<file path="src/rtl/regfile_write_arbiter_pkg.sv">
// Shared definitions for the register-file write path.
// Holds the register file geometry, the hard-wired zero register index,
// the writeback requester ID encoding and a one-hot decode helper.
package regfile_write_arbiter_pkg;

    localparam int unsigned REG_ADDR_W = 5;
    localparam int unsigned REG_DATA_W = 32;
    localparam int unsigned REG_COUNT  = 32;

    localparam logic [REG_ADDR_W-1:0] REG_ZERO = 5'd0;

    typedef enum logic [1:0] {
        REQ_ALU  = 2'd0,
        REQ_MEM  = 2'd1,
        REQ_LINK = 2'd2
    } req_id_e;

    function automatic logic [REG_COUNT-1:0] reg_onehot(input logic [REG_ADDR_W-1:0] idx);
        return REG_COUNT'(1) << idx;
    endfunction

endpackage

</file>
<file path="src/rtl/regfile_write_arbiter_if.sv">
// Writeback bus between the requesters and the write arbiter, plus the
// arbiter's registered drive toward the register file.
//   req_valid/req_reg/req_data : per-requester request, packed by index
//   req_ready                  : one-hot grant (or zero)
//   write/write_reg/write_data : register file write port
//   pending_mask               : one-hot index of the write being presented
// master = requester/regfile side, slave = arbiter.
interface regfile_write_arbiter_if #(
    parameter int unsigned N_REQ  = 3,
    parameter int unsigned DATA_W = 32,
    parameter int unsigned ADDR_W = 5
);
    import regfile_write_arbiter_pkg::*;

    logic [N_REQ-1:0]        req_valid;
    logic [N_REQ*ADDR_W-1:0] req_reg;
    logic [N_REQ*DATA_W-1:0] req_data;
    logic [N_REQ-1:0]        req_ready;
    logic                    write;
    logic [ADDR_W-1:0]       write_reg;
    logic [DATA_W-1:0]       write_data;
    logic [REG_COUNT-1:0]    pending_mask;

    modport master (
        output req_valid, req_reg, req_data,
        input  req_ready, write, write_reg, write_data, pending_mask
    );

    modport slave (
        input  req_valid, req_reg, req_data,
        output req_ready, write, write_reg, write_data, pending_mask
    );
endinterface

</file>
<file path="src/rtl/regfile_write_arbiter_rr_arbiter.sv">
// Round-robin priority search over N requests.
//   req       : request vector
//   ptr       : highest-priority index this cycle (must be < N)
//   grant     : one-hot grant, zero when no request
//   grant_idx : encoded index of the granted request
module rr_arbiter #(
    parameter  int unsigned N  = 3,
    localparam int unsigned PW = (N > 1) ? $clog2(N) : 1
) (
    input  logic [N-1:0]  req,
    input  logic [PW-1:0] ptr,
    output logic [N-1:0]  grant,
    output logic [PW-1:0] grant_idx
);
    localparam int unsigned DW = $clog2(2 * N);

    // Two copies back to back: scanning from ptr upward through the
    // doubled vector covers the wrap without a modulo in the loop.
    logic [2*N-1:0] dbl;
    logic [DW-1:0]  pos;
    logic           found;

    assign dbl = {req, req};

    always_comb begin
        grant     = '0;
        grant_idx = '0;
        found     = 1'b0;
        pos       = '0;
        for (int unsigned k = 0; k < N; k++) begin
            pos = DW'(ptr) + DW'(k);
            if (!found && dbl[pos]) begin
                found     = 1'b1;
                grant_idx = (pos >= DW'(N)) ? PW'(pos - DW'(N)) : PW'(pos);
            end
        end
        if (found) begin
            grant = N'(1) << grant_idx;
        end
    end
endmodule

</file>
<file path="src/rtl/regfile_write_arbiter.sv">
// Shares the register file's single write port among N_REQ writeback
// requesters with round-robin arbitration and a registered output stage.
// Writes to register 0 are accepted but never reach the register file.
//   cclk : clock, rising edge
//   rst  : asynchronous active-high reset
//   hold : blocks all grants while high
//   bus  : requester handshake and register file write port (slave side)
module regfile_write_arbiter
    import regfile_write_arbiter_pkg::*;
#(
    parameter int unsigned N_REQ  = 3,
    parameter int unsigned DATA_W = 32,
    parameter int unsigned ADDR_W = 5
) (
    input  logic                 cclk,
    input  logic                 rst,
    input  logic                 hold,
    regfile_write_arbiter_if.slave bus
);
    localparam int unsigned PW = (N_REQ > 1) ? $clog2(N_REQ) : 1;

    logic [PW-1:0]     rr_ptr;
    logic [PW-1:0]     grant_idx;
    logic [N_REQ-1:0]  grant;
    logic              xfer;
    logic [ADDR_W-1:0] sel_reg;
    logic [DATA_W-1:0] sel_data;

    rr_arbiter #(.N(N_REQ)) u_arb (
        .req       (bus.req_valid),
        .ptr       (rr_ptr),
        .grant     (grant),
        .grant_idx (grant_idx)
    );

    // Grants are masked by rst as well so ready drops the instant reset rises.
    always_comb begin
        bus.req_ready = '0;
        if (!rst && !hold) begin
            bus.req_ready = grant;
        end
    end

    assign xfer     = !hold && (|grant);
    assign sel_reg  = bus.req_reg[grant_idx*ADDR_W +: ADDR_W];
    assign sel_data = bus.req_data[grant_idx*DATA_W +: DATA_W];

    always_ff @(posedge cclk or posedge rst) begin
        if (rst) begin
            rr_ptr         <= '0;
            bus.write      <= 1'b0;
            bus.write_reg  <= '0;
            bus.write_data <= '0;
        end else if (xfer) begin
            // Explicit wrap keeps rr_ptr < N_REQ for non-power-of-two counts.
            rr_ptr         <= (grant_idx == PW'(N_REQ - 1)) ? '0 : grant_idx + 1'b1;
            bus.write_reg  <= sel_reg;
            bus.write_data <= sel_data;
            bus.write      <= (sel_reg != ADDR_W'(REG_ZERO));
        end else begin
            bus.write      <= 1'b0;
        end
    end

    assign bus.pending_mask = bus.write ? reg_onehot(REG_ADDR_W'(bus.write_reg)) : '0;
endmodule
</file>
<file path="src/flat_wrapper.sv">
// flat-port wrapper written by rule: the top's interface ports become plain ports
module regfile_write_arbiter_flat import regfile_write_arbiter_pkg::*;
#(
    parameter int unsigned N_REQ  = 3,
    parameter int unsigned DATA_W = 32,
    parameter int unsigned ADDR_W = 5
)
  (cclk, rst, hold, bus_req_valid, bus_req_reg, bus_req_data, bus_req_ready, bus_write, bus_write_reg, bus_write_data, bus_pending_mask);
  regfile_write_arbiter_if #(.N_REQ(N_REQ), .DATA_W(DATA_W), .ADDR_W(ADDR_W)) bus_i ();
  input  logic cclk;
  input  logic rst;
  input  logic hold;
  input wire logic [$bits(bus_i.req_valid)-1:0] bus_req_valid;
  input wire logic [$bits(bus_i.req_reg)-1:0] bus_req_reg;
  input wire logic [$bits(bus_i.req_data)-1:0] bus_req_data;
  output wire logic [$bits(bus_i.req_ready)-1:0] bus_req_ready;
  output wire logic [$bits(bus_i.write)-1:0] bus_write;
  output wire logic [$bits(bus_i.write_reg)-1:0] bus_write_reg;
  output wire logic [$bits(bus_i.write_data)-1:0] bus_write_data;
  output wire logic [$bits(bus_i.pending_mask)-1:0] bus_pending_mask;
  assign bus_i.req_valid = bus_req_valid;
  assign bus_i.req_reg = bus_req_reg;
  assign bus_i.req_data = bus_req_data;
  assign bus_req_ready = bus_i.req_ready;
  assign bus_write = bus_i.write;
  assign bus_write_reg = bus_i.write_reg;
  assign bus_write_data = bus_i.write_data;
  assign bus_pending_mask = bus_i.pending_mask;
  regfile_write_arbiter #(.N_REQ(N_REQ), .DATA_W(DATA_W), .ADDR_W(ADDR_W)) u_core (.cclk(cclk), .rst(rst), .hold(hold), .bus(bus_i));
endmodule
</file>
<file path="config.mk">
export PLATFORM = sky130hd
export DESIGN_NAME = regfile_write_arbiter_flat
export DESIGN_NICKNAME = d
export VERILOG_FILES = /design/src/rtl/regfile_write_arbiter_pkg.sv /design/src/rtl/regfile_write_arbiter_if.sv /design/src/rtl/regfile_write_arbiter_rr_arbiter.sv /design/src/rtl/regfile_write_arbiter.sv /design/src/flat_wrapper.sv
export SDC_FILE = /design/constraint.sdc
export NUM_CORES = 1
export LEC_CHECK = 0
export BUFFER_PORTS_ARGS = -buffer_cell sky130_fd_sc_hd__buf_2
export CAP_MARGIN = 25
export CORE_ASPECT_RATIO = 1.4
export CORE_MARGIN = 4
export CORE_UTILIZATION = 39
export CTS_CLUSTER_SIZE = 10
export DETAILED_ROUTE_END_ITERATION = 10
export PLACE_DENSITY = 0.76
export SYNTH_ARGS = -nofsm -noshare
export SYNTH_HDL_FRONTEND = slang
export SYNTH_HIERARCHICAL = 1
export SYNTH_SLANG_ARGS = --single-unit
</file>
<file path="constraint.sdc">
create_clock -name cclk -period 3.55 [get_ports cclk]
set_input_delay 0.8875 -clock cclk [delete_from_list [all_inputs] [get_ports cclk]]
set_output_delay 0.8875 -clock cclk [all_outputs]
set_load 0.01 [all_outputs]
</file>
==> impl_metrics.json, run 1 <==
{
  "status": "finished, final reports clean",
  "peakVddDrop_uv": 573,
  "final_max_slew_viol_count": 0,
  "cts_max_path_buffers": 2,
  "core_area_um2": 6940,
  "ant_nets": 0,
  "drt_wl_total_um": 8770,
  "slowest_stage": "or4b_4",
  "synth_compound_area_share_pct": 16.3,
  "synthAdderAreaFrac_pct": 1.81,
  "drt_pass1_iterations": 4,
  "yosysWarnings": 6,
  "syn2layout_area_growth_pct": 44.2,
  "clk_latency_ps": 290,
  "synth_top_cell_by_area": "dfrtp_1",
  "synth.distinct_cells": 35,
  "fmax_mhz": 286,
  "netlist.area_leader.share_pct": 36.2,
  "dr_total_vias": 3076,
  "gp_congestion": 0.944,
  "drt_iter0_drc": 75,
  "slowest_delay_ps": 590,
  "die_y_um": 108,
  "tightest_slew_ps": 628,
  "place_ws_ps": 16.9,
  "end_kind": "primary output",
  "crit_top_cell": "buf_2",
  "clkSlewWorstSetupHoldPaths_ps": 70,
  "finalHoldViolations": 0,
  "synth-seq-cells": 40,
  "overflow": 0,
  "slew_headroom_pct": 57.9,
  "crit_arrival_ps": 2610,
  "syn_nets": 469,
  "vias_per_cell": 4.88,
  "die_w_um": 79.1,
  "hold_path.class": "flop to flop",
  "drive_above_1_share_pct": 42.5,
  "synthMuxAreaShare_pct": 16.7,
  "rsz0062_at_grt": "true",
  "port_buffers": 189,
  "cp_max_fo": 4,
  "synth-simple-area-share_pct": 22.7,
  "grt_pass1_wl_um": 13600,
  "synth_cells": 348,
  "wl_per_cell_um": 13.9,
  "postLayoutSetupSlackWorst_ps": 50.6,
  "grt_max_degree": 46,
  "power_density_nw_per_um2": 985,
  "critPathKind": "input pin to primary output",
  "crit_chain": "buf_2 -> mux2i_2 -> mux2i_1 -> or4b_4 -> o211ai_4 -> buf_4 -> nor2b_4 -> and2_1 -> buf_2",
  "synth_common_cells": "73 x nor2_1, 53 x nand2_1, 45 x mux2i_1",
  "yosys.cell_count.top_type": "nor2_1",
  "ys_seq_area_share_pct": 36.2,
  "avgSynthCellArea_um2": 7.94,
  "post-route-drc-count": 0,
  "largest_register_ffs": 32,
  "cts_inserted_buffers": 5,
  "static-leakage-power_nw": 2.07,
  "start_kind": "input pin",
  "die_area_um2": 8510,
  "syn_area_um2": 2760,
  "io_pins": 190,
  "cts_tree": "done",
  "htreeDepth": 2,
  "critPathRequiredTime_ps": 2660,
  "period_needed_ps": 3500,
  "min_period_over_period_pct": 98.6,
  "synth_top_family_by_area": "simple AND/OR/NAND/NOR gates",
  "synth_xor_area_share_pct": 0,
  "cap_violations": 0,
  "track_usage_pct": 20.0,
  "synth-edff-count": 0,
  "async_flop_share_pct": 100,
  "dp_hpwl_um": 7100,
  "setup_viol_count_final": 0,
  "cts.sinks": 40,
  "yosys_most_used_dff": "dfrtp_1",
  "whs_ps": 483,
  "start_util_pct": 39.8,
  "synth_top_cells_by_area": "dfrtp_1 36%, mux2i_1 16%, nor2_1 9.9%",
  "clock_skew_ps": 7.97,
  "grt_pass1_vias": 2890,
  "grt_antenna_before_repair": 1,
  "cts_root_buffer": "clkbuf_8",
  "rows": 36,
  "nNetsFinal": 654
}
routing by layer:
metal / vias to the layer above / GRT usage (%) / wire (um)
li1: 1545 / - / -
met1: 1398 / 22.8 / 3270
met2: 119 / 37.8 / 4750
met3: 12 / 3.52 / 609
met4: 2 / 5.16 / 130
met5: - / 0 / 12
kinds of logic after synthesis:
kind of cell | Yosys count
compound gates | 80
flops | 40
mux | 46
buf+inv | 29
fa+ha+maj | 4
simple gates | 149
repair_timing:
item,in CTS,in global routing
hold buffers,0,0
endpoints found under the setup margin,2,3
pin swaps,0,1
setup buffers,0,2
gates resized for setup,1,7
power by group:
group	internal (mW)	switching (mW)	total (mW)
Sequential	0.688	0.148	0.836
Combinational	1.18	1.60	2.77
Clock	0.158	0.154	0.312
metrics by stage:
step           cells  TNS [ps]  utilization, %  instance area (um2)  power, mW
2_1_floorplan    348         0               -                 2760       2.78
3_3_place_gp     619         0            55.3                 3830       3.47
3_5_place_dp     619         0            55.3                 3830       3.57
4_1_cts          627         0            56.7                 3930       3.88
5_1_grt          629     -12.6            57.4                 3980       4.28
6_report         630         0            57.4                 3980       3.92
layout make-up:
type | instances | area [um2]
timing repair buffer | 202 | 1090
fill | 670 | 2950
sequential | 40 | 1000
inverter | 5 | 18.8
antenna | 1 | 2.50
multi-input combinational | 279 | 1650
clock inverter | 1 | 7.51
tap | 95 | 119
clock buffer | 7 | 86.3
placed cells by master (no fill, tap or decap), drive strengths merged, types with 2 or more instances in the layout:
master     n
a21oi     35
and2       3
buf      202
clkbuf     7
dfrtp     40
ha         4
inv        4
mux2i     45
nand2     53
nand2b     2
nand3      4
nor2      73
nor2b      6
nor3       2
o211ai     2
o21ai     35
o2bb2ai    2
o31ai      2
or2        3
worst max-delay path, delay by kind of cell:
family | cells | cell delay, ps
buffers and inverters | 3 | 410
AOI/OAI and AO/OA | 1 | 210
muxes | 2 | 340
and+or+nand+nor | 3 | 750
worst paths after layout:
path                                                  startpoint                               endpoint  slack, ps  cells after the start
setup reg to reg                    u_core/rr_ptr[1]$_DFFE_PP0P_             u_core/bus.write$_DFF_PP0_        250                     12
min in group asynchronous                                    rst   u_core/bus.write_data[4]$_DFFE_PP0P_        610                      2
max in group asynchronous                                    rst  u_core/bus.write_data[24]$_DFFE_PP0P_       2270                      3
setup / recovery                                bus_req_valid[2]                       bus_req_ready[1]         50                      9
hold reg to reg            u_core/bus.write_data[22]$_DFFE_PP0P_  u_core/bus.write_data[22]$_DFFE_PP0P_        480                      2
hold / removal             u_core/bus.write_data[22]$_DFFE_PP0P_  u_core/bus.write_data[22]$_DFFE_PP0P_        480                      2
(Power assumes the default switching activity.)
==> run 2: changes to the inputs <==
--- a/config.mk
+++ b/config.mk
@@ -5,6 +5,7 @@
 export SDC_FILE = /design/constraint.sdc
 export NUM_CORES = 1
 export LEC_CHECK = 0
+export ABC_AREA = 1
 export BUFFER_PORTS_ARGS = -buffer_cell sky130_fd_sc_hd__buf_2
 export CAP_MARGIN = 25
 export CORE_ASPECT_RATIO = 1.4
@@ -12,8 +13,9 @@
 export CORE_UTILIZATION = 39
 export CTS_CLUSTER_SIZE = 10
 export DETAILED_ROUTE_END_ITERATION = 10
-export PLACE_DENSITY = 0.76
+export PLACE_DENSITY = 0.83
 export SYNTH_ARGS = -nofsm -noshare
 export SYNTH_HDL_FRONTEND = slang
 export SYNTH_HIERARCHICAL = 1
 export SYNTH_SLANG_ARGS = --single-unit
+export TNS_END_PERCENT = 5
==> run 2 against run 1 <==
Sequential cell count is the same. Critical path depth is 6 higher. Combinational power rose by 13%. Sequential share of layout area grew 0.47 points. Maximum frequency is 5.4% higher. Synthesized area rose by 3.8%. Die area increased by 3.4%. Design area down 1.9%. Wire length down 0.64%. Critical endpoint is now bus_req_ready[2]. Largest cell class unchanged.
==> impl_metrics.json, run 2 <==
{
  "post-route-drc-count": 0,
  "grt_pass1_wl_um": 13500,
  "yosysWarnings": 6,
  "grt_pass1_vias": 3127,
  "final_max_slew_viol_count": 0,
  "final_cell_mix": "229 x nand2_1, 189 x buf_2, 49 x nor2_1",
  "synth_top_cell_by_area": "dfrtp_1",
  "track_usage_pct": 18.9,
  "whs_ps": 468,
  "gp_congestion": 0.814,
  "netlist.area_leader.share_pct": 34.9,
  "largest_register_ffs": 32,
  "grt_util_met1_pct": 21.0,
  "dr_total_vias": 3476,
  "r2r_setup_slack_ps": 620,
  "critPathKind": "flop to primary output",
  "synth_top_cells_by_area": "dfrtp_1 35%, nand2_1 30%, nand3_1 8.0%",
  "synth_cells": 456,
  "clk_latency_ps": 280,
  "num_antenna_cells": 0,
  "final_common_cell": "nand2_1",
  "wl_per_cell_um": 12.0,
  "die_area_um2": 8810,
  "port_buffers": 189,
  "tightest_slew_ps": 802,
  "power_density_nw_per_um2": 1100,
  "avgSynthCellArea_um2": 6.29,
  "critPathRequiredTime_ps": 2660,
  "drt_iter0_drc": 170,
  "drt_wl_total_um": 8710,
  "syn_nets": 577,
  "status": "finished, final reports clean",
  "htreeDepth": 2,
  "crit_arrival_ps": 2430,
  "clock_skew_ps": 2.58,
  "yosys_most_used_dff": "dfrtp_1",
  "io_pins": 190,
  "tns_ps": 0,
  "clkSlewWorstSetupHoldPaths_ps": 70,
  "yosys.cell_count.top_type": "nand2_1",
  "cp_max_fo": 8,
  "final-seq-area_um2": 1000,
  "async_flop_share_pct": 100,
  "dp_hpwl_um": 6900,
  "static-leakage-power_nw": 2.35,
  "ys_seq_area_share_pct": 34.9,
  "synth.distinct_cells": 21,
  "peakVddDrop_uv": 579,
  "synth_common_cells": "229 x nand2_1, 49 x nor2_1, 46 x nand3_1",
  "die_w_um": 80.5,
  "drt_pass1_iterations": 5,
  "setup_viol_count_final": 0,
  "cts_max_path_buffers": 2,
  "rsz0062_at_grt": "false",
  "core_area_um2": 7070,
  "use_met3_pct": 2.79,
  "cts_root_buffer": "clkbuf_8",
  "busiest_layer": "met2",
  "final_cells": 729,
  "hold_path.class": "flop to flop",
  "synth-seq-cells": 40,
  "cts_tree": "done",
  "multi_input_area_um2": 1630,
  "dpl.cell_count": 721,
  "finalPower_mw": 4.32,
  "die_y_um": 109,
  "fmax_mhz": 301,
  "cts_inserted_buffers": 5,
  "finalHoldViolations": 0,
  "ant_nets": 0,
  "start_kind": "flop",
  "start_util_pct": 40.5,
  "grt_max_degree": 47,
  "overflow": 0,
  "vias_per_cell": 4.77,
  "syn_area_um2": 2870,
  "use_met2_pct": 35.8,
  "end_kind": "primary output",
  "period_needed_ps": 3320,
  "synth-edff-count": 0,
  "min_period_over_period_pct": 93.5,
  "cap_violations": 0,
  "slew_headroom_pct": 46.5,
  "nFillCells": 674,
  "syn2layout_area_growth_pct": 36.4,
  "cts.sinks": 40,
  "nNetsFinal": 754,
  "grt_antenna_before_repair": 0,
  "drive_above_1_share_pct": 35.5,
  "rows": 36
}
## run 2: cell count changes after synthesis, moves of 4 or more
cell | previous run | this run
nor2b_1 | 6 | 0
nand2_2 | 0 | 5
mux2i_1 | 45 | 0
inv_2 | 0 | 7
o21ai_1 | 34 | 6
nand3_1 | 4 | 46
buf_4 | 5 | 1
nand2_1 | 53 | 229
nor2_1 | 73 | 49
inv_1 | 5 | 19
a21oi_1 | 35 | 0
nand4_1 | 1 | 18
## run 2: critical path, stage by stage, from the launching register on
cell and delay (ps):
dfrtp_2 450, inv_2 80, ha_1 340, inv_1 70, nor2_1 110, nand3_1 90
nand2_1 100, inv_2 70, a21oi_4 150, nand3_1 140, nand3_4 150, nand2_2 60
inv_1 50, inv_1 60, nor2_1 100, buf_2 130
## run 2: power by group
group	switching (mW)	internal [mW]
sequential	0.172	0.700
clock	0.147	0.155
combinational	2.13	1.01
total	2.45	1.87
## run 2: worst paths after layout
path                                                      start                                   end  depth (start not counted)
hold / removal             u_core/bus.write_data[6]$_DFFE_PP0P_  u_core/bus.write_data[6]$_DFFE_PP0P_                          2
hold reg to reg            u_core/bus.write_data[6]$_DFFE_PP0P_  u_core/bus.write_data[6]$_DFFE_PP0P_                          2
setup / recovery                   u_core/rr_ptr[0]$_DFFE_PP0P_                      bus_req_ready[2]                         15
max in group asynchronous                                   rst          u_core/rr_ptr[0]$_DFFE_PP0P_                          2
setup reg to reg                   u_core/rr_ptr[0]$_DFFE_PP0P_  u_core/bus.write_data[6]$_DFFE_PP0P_                         19
min in group asynchronous                                   rst          u_core/rr_ptr[1]$_DFFE_PP0P_                          2
## run 2: final cells by class
type                            instances  area share, %
Inverter                               26           2.50
Sequential cell                        40           25.6
Multi-Input combinational cell        368           41.7
Timing Repair Buffer                  192           24.8
Tap cell                               95           3.04
Clock buffer                            6           2.11
Clock inverter                          2          0.256
## run 2: routing by layer
metal	part of all wire (%)	vias to the layer above
li1	-	1779
met1	38	1526
met2	52	156
met3	7.9	15
met4	2.0	0
met5	0	-
## run 2: cell families (layout without fill, tap and decap cells)
| family | count (synthesis) | count (layout) | share of synthesized area, % |
|---|---|---|---|
| AO/OA/AOI/OAI | 8 | 8 | 2.36 |
| adder cells (fa/ha/maj) | 4 | 4 | 1.75 |
| buffers and inverters | 48 | 226 | 8.47 |
| flip-flops | 40 | 40 | 34.9 |
| AND/OR/NAND/NOR | 356 | 356 | 52.5 |
## run 2: per-stage QoR
stage / utilization (%) / cell area, um2 / worst slack, ps
after global placement: 53.9 / 3810 / 526
after detailed placement: 53.9 / 3810 / 477
after floorplan: - / 2870 / 728
final: 55.3 / 3910 / 230
after CTS: 55.2 / 3900 / 155
after global routing: 55.3 / 3910 / 8.75
## run 2: what timing repair did
item	4_1_cts	5_1_grt
endpoints found under the setup margin	0	1
resized for setup	0	2
buffers inserted	0	0
hold buffers	0	0
==> run 3: changes to the inputs <==
--- a/config.mk
+++ b/config.mk
@@ -5,7 +5,6 @@
 export SDC_FILE = /design/constraint.sdc
 export NUM_CORES = 1
 export LEC_CHECK = 0
-export ABC_AREA = 1
 export BUFFER_PORTS_ARGS = -buffer_cell sky130_fd_sc_hd__buf_2
 export CAP_MARGIN = 25
 export CORE_ASPECT_RATIO = 1.4
@@ -13,7 +12,7 @@
 export CORE_UTILIZATION = 39
 export CTS_CLUSTER_SIZE = 10
 export DETAILED_ROUTE_END_ITERATION = 10
-export PLACE_DENSITY = 0.83
+export PLACE_DENSITY = 0.84
 export SYNTH_ARGS = -nofsm -noshare
 export SYNTH_HDL_FRONTEND = slang
 export SYNTH_HIERARCHICAL = 1
==> run 3 against run 2 <==
Design area up 2.5%. Register-to-register slack worse by 410 ps. Clock skew up 8.4 ps. Non-clock buffer count up 12. Worst hold slack better by 13 ps. Sequential power down 5.3%. Power down 9.3%. Critical path type is now input pin to primary output.
==> impl_metrics.json, run 3 (synthesis gave the netlist of run 1 again) <==
{
  "status": "finished, final reports clean",
  "fmax_mhz": 286,
  "gp_congestion": 0.896,
  "slew_headroom_pct": 51.3,
  "grt_max_degree": 40,
  "finalHoldViolations": 0,
  "htreeDepth": 2,
  "dpl.cell_count": 621,
  "drive_above_1_share_pct": 43.5,
  "start_util_pct": 39.8,
  "io_pins": 190,
  "busiest_layer": "met2",
  "core_area_um2": 6940,
  "postLayoutCoreUtil_pct": 57.8,
  "wl_per_cell_um": 13.8,
  "clock_skew_ps": 11.0,
  "cp_max_fo": 4,
  "critPathKind": "input pin to primary output",
  "cap_violations": 0,
  "num_antenna_cells": 0,
  "clkSlewWorstSetupHoldPaths_ps": 80,
  "vias_per_cell": 4.97,
  "post-route-cell-area_um2": 4010,
  "hold_path.class": "flop to flop",
  "min_period_over_period_pct": 98.3,
  "cts_max_path_buffers": 2,
  "final-seq-area_um2": 1000,
  "rows": 36,
  "reg2reg_from": "u_core/rr_ptr[1]$_DFFE_PP0P_",
  "final_cell_mix": "186 x buf_2, 73 x nor2_1, 53 x nand2_1",
  "setup_viol_count_final": 0,
  "cts_tree": "done",
  "holdBufCountCts": 0,
  "end_kind": "primary output",
  "critPathRequiredTime_ps": 2660,
  "dp_hpwl_um": 7160,
  "start_kind": "input pin",
  "grt_pass1_vias": 3004,
  "slowest_stage": "or4b_4",
  "nNetsFinal": 656,
  "nFillCells": 665,
  "whs_ps": 481,
  "overflow": 0,
  "clk_latency_ps": 290,
  "tightest_slew_ps": 726,
  "crit_chain": "buf_4 -> mux2i_2 -> o22ai_2 -> or4b_4 -> o221ai_4 -> nor2b_4 -> and2_4 -> buf_6",
  "power_density_nw_per_um2": 978,
  "multi_input_area_um2": 1680,
  "track_usage_pct": 19.9,
  "post-route-drc-count": 0,
  "period_needed_ps": 3490,
  "drt_pass1_iterations": 4,
  "grt_pass1_wl_um": 13700,
  "grt_util_met1_pct": 22.5,
  "cts_inserted_buffers": 5,
  "min_from": "u_core/bus.write_data[25]$_DFFE_PP0P_",
  "die_area_um2": 8510,
  "cts_root_buffer": "clkbuf_8",
  "crit_path_start": "bus_req_valid[2]",
  "drt_iter0_drc": 136,
  "dr_total_vias": 3134,
  "crit_arrival_ps": 2600,
  "use_met2_pct": 37.3,
  "place_area_um2": 3820,
  "final_cells": 631,
  "syn2layout_area_growth_pct": 45.1,
  "die_y_um": 108,
  "grt_antenna_before_repair": 0,
  "final_max_slew_viol_count": 0,
  "largest_register_ffs": 32,
  "ant_nets": 0,
  "peakVddDrop_uv": 460,
  "static-leakage-power_nw": 2.08,
  "die_w_um": 79.1,
  "slowest_delay_ps": 590,
  "cts.sinks": 40,
  "final_common_cell": "buf_2",
  "use_met3_pct": 3.60,
  "port_buffers": 189,
  "drt_wl_total_um": 8740
}
run 3: timing repair:
action | CTS | global route
gates resized for setup | 1 | 18
cloned | 0 | 0
setup endpoints to repair | 2 | 3
setup buffers | 0 | 2
pin swaps | 0 | 4
run 3: critical path, delay by kind of cell:
family	cells	cell delay [ps]
compound gates	2	370
mux	1	180
buf+inv	2	230
simple gates	3	930
run 3: worst paths after layout:
path / to / slack, ps / cells after the start
max: bus_req_ready[1] / 60 / 8
min in group asynchronous: u_core/bus.write$_DFF_PP0_ / 630 / 2
min: u_core/bus.write_data[25]$_DFFE_PP0P_ / 480 / 2
max reg2reg: u_core/bus.write_data[24]$_DFFE_PP0P_ / 210 / 12
max in group asynchronous: u_core/bus.write_data[26]$_DFFE_PP0P_ / 2250 / 3
min reg2reg: u_core/bus.write_data[25]$_DFFE_PP0P_ / 480 / 2
run 3: area by class of cell:
type,count,share of cell area [%]
multi-input cells,279,41.9
inverters,5,0.468
repair buffers,204,27.3
clock inverters,1,0.187
clock buffers,7,2.15
flip-flops and latches,40,25.0
well taps,95,2.97
run 3: where the power goes:
part	internal (mW)	switching, mW	leakage (nW)
Sequential	0.689	0.138	0.500
Clock	0.158	0.154	0.0445
Combinational	1.16	1.63	1.54
run 3: per-stage QoR:
| stage | worst slack [ps] | power (mW) | setup TNS, ps |
|---|---|---|---|
| after floorplan | 232 | 2.78 | 0 |
| after global placement | 80.5 | 3.41 | 0 |
| after detailed placement | -68.2 | 3.54 | -818 |
| after CTS | -8.88 | 3.85 | -8.88 |
| after global routing | -14.8 | 4.28 | -28.0 |
| final | 58.9 | 3.92 | 0 |
run 3: per-layer routing:
metal	up-vias	share of wire, %	wire length [um]
met4	0	1.6	136
met2	133	54	4690
li1	1549	-	-
met1	1440	38	3310
met5	-	0	0
met3	12	6.8	594
